`config.mk`:
```
export PLATFORM = sky130hd
export DESIGN_NAME = req_ack_responder
export DESIGN_NICKNAME = d
export VERILOG_FILES = /design/src/rtl/req_ack_pkg.sv /design/src/rtl/req_ack_responder_latency_timer.sv /design/src/rtl/req_ack_responder.sv
export SDC_FILE = /design/constraint.sdc
export NUM_CORES = 1
export LEC_CHECK = 0
export ABC_AREA = 1
export CORE_AREA = 5 5 42 44
export CTS_BUF_LIST = sky130_fd_sc_hd__clkbuf_8
export CTS_CLUSTER_DIAMETER = 100
export DETAILED_ROUTE_END_ITERATION = 7
export DIE_AREA = 0 0 47 49
export GPL_TIMING_DRIVEN = 0
export PLACE_DENSITY = 0.45
export REMOVE_ABC_BUFFERS = 1
export SLEW_MARGIN = 20
export SYNTH_ARGS = -nofsm -noshare
export SYNTH_HDL_FRONTEND = slang
export SYNTH_SLANG_ARGS = --single-unit
```
`constraint.sdc`:
```
create_clock -name clk -period 2.6 [get_ports clk]
set_clock_uncertainty 0.15 [all_clocks]
set_input_delay 0.39 -clock clk [delete_from_list [all_inputs] [get_ports clk]]
set_output_delay 0.39 -clock clk [all_outputs]
set_load 0.005 [all_outputs]
```
`src/rtl/req_ack_pkg.sv`:
```
// Shared types and width helper for the request/acknowledge responder.
package req_ack_pkg;

   typedef enum logic [1:0] {IDLE, WAIT, ACK} state_e;

   // Bits needed to hold the values 0..n; used for both the timer and the pending counter.
   function automatic int cnt_w(input int n);
      int w;
      w = 1;
      while ((1 << w) <= n) w++;
      return w;
   endfunction

endpackage

```
`src/rtl/req_ack_responder_latency_timer.sv`:
```
// Loadable down-counter pacing the WAIT state; zero_o flags that the count
// is at zero or lands on zero at the coming edge, so WAIT lasts LATENCY-1 cycles.
module latency_timer #(
   parameter int W = 4
) (
   input  logic         clk,
   input  logic         rst_n,
   input  logic         load_i,
   input  logic [W-1:0] load_value_i,
   input  logic         dec_i,
   output logic         zero_o
);

   logic [W-1:0] cnt_q, cnt_d;

   always_comb begin
      cnt_d = cnt_q;
      if (load_i)                    cnt_d = load_value_i;
      else if (dec_i && cnt_q != '0) cnt_d = cnt_q - W'(1);
   end

   always_ff @(posedge clk or negedge rst_n) begin
      if (!rst_n) cnt_q <= '0;
      else        cnt_q <= cnt_d;
   end

   assign zero_o = (cnt_q == W'(1)) || (cnt_q == '0);

endmodule

```
`src/rtl/req_ack_responder.sv`:
```
// Queues request pulses and returns one registered ack per accepted request after LATENCY edges.
// Define REQ_ACK_RESPONDER_ASSERTIONS_EN to compile in embedded protocol properties.
module req_ack_responder
   import req_ack_pkg::*;
#(
   parameter int LATENCY         = 1,
   parameter int MAX_OUTSTANDING = 4
) (
   input  logic                                clk,
   input  logic                                rst_n,
   input  logic                                req,
   output logic                                ack,
   output logic                                full,
   output logic [cnt_w(MAX_OUTSTANDING)-1:0]   pending,
   output logic                                overflow
);

   localparam int PW = cnt_w(MAX_OUTSTANDING);
   localparam int TW = cnt_w(LATENCY);

   state_e          state_q, state_d;
   logic [PW-1:0]   pending_q, pending_d;
   logic            full_q, full_d;
   logic            overflow_q, overflow_d;
   logic            accept, drop, done;
   logic            tmr_load, tmr_zero;

   latency_timer #(.W(TW)) u_timer (
      .clk          (clk),
      .rst_n        (rst_n),
      .load_i       (tmr_load),
      .load_value_i (TW'(LATENCY - 1)),
      .dec_i        (state_q == WAIT),
      .zero_o       (tmr_zero)
   );

   // Drop decision uses the pre-edge full, so a req at the edge that frees a slot is still lost.
   assign accept = req && !full_q;
   assign drop   = req &&  full_q;
   assign done   = (state_q == ACK);

   always_ff @(posedge clk or negedge rst_n) begin
      if (!rst_n) begin
         state_q    <= IDLE;
         pending_q  <= '0;
         full_q     <= 1'b0;
         overflow_q <= 1'b0;
      end else begin
         state_q    <= state_d;
         pending_q  <= pending_d;
         full_q     <= full_d;
         overflow_q <= overflow_d;
      end
   end

   always_comb begin
      state_d    = state_q;
      tmr_load   = 1'b0;
      pending_d  = pending_q + PW'(accept) - PW'(done);
      full_d     = (pending_d == PW'(MAX_OUTSTANDING));
      overflow_d = overflow_q | drop;
      case (state_q)
         IDLE: if (accept) begin
            tmr_load = 1'b1;
            state_d  = (LATENCY == 1) ? ACK : WAIT;
         end
         WAIT: if (tmr_zero) state_d = ACK;
         ACK: begin
            if (pending_d != '0) begin
               tmr_load = 1'b1;
               state_d  = (LATENCY == 1) ? ACK : WAIT;
            end else begin
               state_d  = IDLE;
            end
         end
         default: state_d = IDLE;
      endcase
   end

   always_comb begin
      ack      = (state_q == ACK);
      full     = full_q;
      pending  = pending_q;
      overflow = overflow_q;
   end

`ifdef REQ_ACK_RESPONDER_ASSERTIONS_EN
   // pending is checked in the ACK cycle itself: with LATENCY=1 the previous sample precedes the accept.
   a_ack_pending: assert property (@(posedge clk) disable iff (!rst_n) ack |-> pending != '0);
   a_pend_max:    assert property (@(posedge clk) disable iff (!rst_n) pending <= PW'(MAX_OUTSTANDING));
   a_ovf_cause:   assert property (@(posedge clk) disable iff (!rst_n) $rose(overflow) |-> $past(req && full));
   if (LATENCY > 1) begin : g_gap
      a_ack_gap:  assert property (@(posedge clk) disable iff (!rst_n) ack |=> !ack);
   end
   if (LATENCY == 1) begin : g_l1
      a_req_ack:  assert property (@(posedge clk) disable iff (!rst_n) (req && pending == '0) |=> ack);
   end
   c_req_ack:     cover property (@(posedge clk) disable iff (!rst_n) req ##LATENCY ack);
`else
   localparam bit ASSERTIONS_EN = 1'b0;
`endif

endmodule

```
Yosys cells after proc, flatten, opt, wreduce, memory -nomap -nowiden:

Cells that the tools add are included.

* add/subtract/negate cells: 2
* equal/unequal tests: 4
* multiplexer cells: 3
* bitwise logic cells: 1
* reductions and logical operators: 5

Operators by type and width (count)
* case mux 2 bit (3 select lines): 1
* 2-to-1 mux 2 bit: 2
* adder 3 x 1 -> 3 bit: 1
* equality test 3 bit, second input constant: 1
* nonzero test 3 bit: 1
* subtractor 3 x 1 -> 3 bit: 1
* equality test 2 x 1 -> 1 bit, second input constant: 1
* equality test 2 bit, second input constant: 1
* logical AND 1 bit: 2
* logical NOT 2 bit: 1
* inequality test 2 bit, second input constant: 1
* logical NOT 1 bit: 1
* OR 1 bit: 1

* bits in registers: 7
* bits of input ports: 3
* word-level logic and storage cells: 19

Depth between registers and ports, before layout:

Gate-level depths: netlist of the first run.

* depth after elaboration: 7
* gate-level depth with buffers: 11
* gate-level depth less buffers: 11

Worst setup path after synthesis of the first run:

OpenSTA, ideal clock, no wires.

* kind: reg2reg
* start: register full_q, in the netlist full
* end: register state_q[1]
* library setup time: 0.113 ns
* arrival time: 1.725 ns
* setup slack: 0.612 ns
* stages on the path, launching flop included: 12
* path buffers: 0
* clock period less this slack: 1.988 ns
* cells stage by stage: dfrtp_1 -> inv_1 -> nand2_1 -> ha_1 -> ha_1 -> fa_1 -> inv_1 -> nand2_1 -> nor2_1 -> nand3_1 -> nand2_1 -> inv_1

* longest elaborated chain between the ends: 7

Ends and longest elaborated chain
* from (decl): RTL line req_ack_responder.sv:23 `logic full_q, full_d;`
* from (signal assigned): RTL line req_ack_responder.sv:51 `full_q <= full_d;`
* logical NOT 1 bit: RTL line req_ack_responder.sv:38 `assign accept = req && !full_q;`
* logical AND 1 bit: RTL line req_ack_responder.sv:38
* adder 3 x 1 -> 3 bit: RTL line req_ack_responder.sv:59 `pending_d = pending_q + PW'(accept) - PW'(done);`
* subtractor 3 x 1 -> 3 bit: RTL line req_ack_responder.sv:59
* named net pending_d[1]: RTL line req_ack_responder.sv:22 `logic [PW-1:0] pending_q, pending_d;`
* nonzero test 3 bit: RTL line req_ack_responder.sv:69 `if (pending_d != '0) begin`
* 2-to-1 mux 2 bit: RTL line req_ack_responder.sv:69
* case mux 2 bit (3 select lines): RTL line req_ack_responder.sv:62 `case (state_q)`
* to (signal assigned): RTL line req_ack_responder.sv:49 `state_q <= state_d;`
* to (decl): RTL line req_ack_responder.sv:21 `state_e state_q, state_d;`

The timed path passes the listed nets, and every way through them passes these cells.
A chain may end at the register's enable or synchronous reset.

Final worst setup path of the first run:

* start: input port req
* end: register state_q[1]

* longest elaborated chain between the ends: 6

Ends and longest elaborated chain
* from (decl): RTL line req_ack_responder.sv:11 `input logic req,`
* logical AND 1 bit: RTL line req_ack_responder.sv:38
* adder 3 x 1 -> 3 bit: RTL line req_ack_responder.sv:59
* subtractor 3 x 1 -> 3 bit: RTL line req_ack_responder.sv:59
* named net pending_d[1]: RTL line req_ack_responder.sv:22
* nonzero test 3 bit: RTL line req_ack_responder.sv:69
* 2-to-1 mux 2 bit: RTL line req_ack_responder.sv:69
* case mux 2 bit (3 select lines): RTL line req_ack_responder.sv:62

The timed path passes the listed nets, and every way through them passes these cells.

==> impl_results.md, run 1 <==
* Status: finished, final reports clean
* Maximum vdd drop at 0.4740 mV
* Inserted Diodes at 0
* Global Route Usage Sum at 0.06884
* CTS tree: yes
* Die Area at 0.002303 mm^2
* Critical path class: primary input to register
* Post-route ant nets at 0
* RR Startpoint: full
* Post-CTS Setup Bufs at 0
* Layout cells sized above 1 at 0.06522
* Layout area overhead at 45.75%
* Crit. Startpoint: req
* Max Fclk at 422.6 MHz
* Vias at 236
* Yosys top cell by area: dfrtp_1
* Clock-pin slew on the worst setup and hold paths at 0.04 ns
* CP arrival at 2.33 ns
* Die Span Y at 49 um
* Crit-path max cell delay at 0.48 ns
* Yosys Warn Count at 0
* Cell Rows at 14
* DR pass1 iterations at 2
* GP Congestion at 0.7039
* DP Wirelength at 471.9 um
* Vias in the first global route at 270
* Hold/Removal Path Class: primary input to async pin
* Netlist cell types at 9
* Final hold vios at 0
* Pre-CTS setup slack at -0.01274 ns
* Startpoint type of the worst setup path: primary input
* Drt drc at 0
* H-tree levels at 1
* Initial core utilization at 0.2205
* Core area at 0.001401 mm^2
* Slowest CP cell: clkdlybuf4s50_1
* Final Non-Filler Cells at 62
* Post-Place Cells at 59
* Unrepaired setup endpoints after global routing: no
* Largest net degree at the start of global routing at 7
* CP cell instances: clkdlybuf4s50_1 -> nand2_1 -> ha_1 -> ha_1 -> fa_1 -> inv_1 -> nand2_1 -> nor2_1 -> nand3_1 -> nand2_1 -> inv_1
* Clk sinks at 6
* Initial antenna violation count at 0
* Root buffer cell: clkbuf_8
* CTS Hold Bufs at 0
* Fin crit share at 0.9100
* CP Max Fanout at 2
* Most used cell, CP: nand2_1
* I/O Pins at 9
* Iter 0 DRT Violations at 4
* Min Clock Period, post-route at 2.366 ns
* GR Overflow Total at 0
* Post-CTS Resized at 0
* Crit. End Element: register
* Worst slew pin tran at 0.2915 ns
* Most frequent cells in the layout: inv_1, nand2_1, clkdlybuf4s50_1
* Tot Pwr at 559.0 uW
* DR WL/cell at 9.306 um
* Syn Area/Cell at 8.830 um^2
* Top-area cell type share of the netlist area at 0.4858
* Post-Syn Area at 309.0 um^2
* Maximum clock insertion buffer count at 2
* Routed Wire Length at 577 um
* DIE WIDTH at 47 um
* Skew-Pair Late Insertion Delay at 0.22 ns
* CTS buffer count at 3
* Final Max Tran Viols at 0
* P per Cell Area at 1241 mW/mm^2
* FF+latch count, synth at 6
* Worst EP required at 2.57 ns
* Vias per cell at 3.806
* Synth area leaders: dfrtp_1, ha_1, inv_1
* Sequential fraction of the synthesis area at 0.4858
* Post-route worst setup slack at 0.2339 ns
* First-pass GRT wire length at 1104 um
* Leakage power at 0.2405 nW
* Worst slew margin at 0.8051
* Max-cap violations at 0
* Nets at 55
* I/O Buffers at 8
* Count of final setup violators at 0
* Syn Inst Count at 35
## report_power, final
group / switching, mW / leakage (nW) / internal (mW)
Sequential: 0.0235 / 0.0673 / 0.134
Clock: 0.0387 / 0.0216 / 0.0994
Combinational: 0.132 / 0.152 / 0.132
## sequential cells by signal, summed over array words and instances, names as in the netlist
signal and count:
full 1, overflow 1, pending 3, state_q 1
## cells by family (layout without fill, tap and decap cells)
family          count (synthesis)  after routing  synth area share
flops                           6              6            0.4858
simple gates                   13             13            0.1660
fa+ha+maj                       4              4            0.1863
compound gates                  2              2           0.04048
buf+inv                        10             21            0.1215
## layer usage
layer | global-route usage | wire [um] | up-vias
li1 | - | - | 124
met1 | 0.08784 | 277 | 108
met2 | 0.08824 | 283 | 4
met3 | 0.02583 | 17 | 0
met4 | 0.05530 | 0 | 0
met5 | 0 | 0 | -
## synth_stat cells
| cell type | n |
|---|---|
| fa_1 | 1 |
| nor2_1 | 1 |
| a21o_1 | 1 |
| dfrtp_1 | 6 |
| a21oi_1 | 1 |
| nand2_1 | 10 |
| ha_1 | 3 |
| inv_1 | 10 |
| nand3_1 | 2 |
## metrics by stage
stage / utilization / hold WS [ns] / instance area (um^2) / TNS, ns
floorplan: - / -0.05559 / 309.0 / 0
global placement: 0.2920 / 0.2999 / 409.1 / 0
detailed placement: 0.2920 / 0.2973 / 409.1 / -0.01274
CTS: 0.3214 / 0.2789 / 450.4 / 0
global route: 0.3214 / 0.2921 / 450.4 / 0
finish: 0.3214 / 0.2671 / 450.4 / 0
## worst paths after layout
| check | end | slack (ns) | depth (start not counted) |
|---|---|---|---|
| setup / recovery | state_q[1] | 0.23 | 11 |
| hold / removal | overflow | 0.27 | 1 |
| setup reg to reg | state_q[1] | 0.46 | 11 |
| hold reg to reg | overflow | 0.31 | 1 |
| max in group asynchronous | pending[2] | 1.80 | 1 |
| min in group clk | overflow | 0.31 | 1 |
## worst max-delay path: cells and delay by family
family,cells,cell delay [ns]
adders and majority gates,3,0.96
buffers and inverters,3,0.59
and+or+nand+nor,5,0.38
## layout make-up
cell class,count,area (um^2)
sequential,6,150.1
fill,158,950.9
clock buffer,3,41.29
timing repair buffer,8,80.08
inverter,10,37.54
multi-input combinational,19,121.4
tap,16,20.02
(Power assumes the default switching activity.)
==> run 2, diff against run 1 <==
REMOVE_ABC_BUFFERS = not set   (was 1)
==> results of run 2 <==
The final DEF is identical to that of run 1; final timing and power are the same.
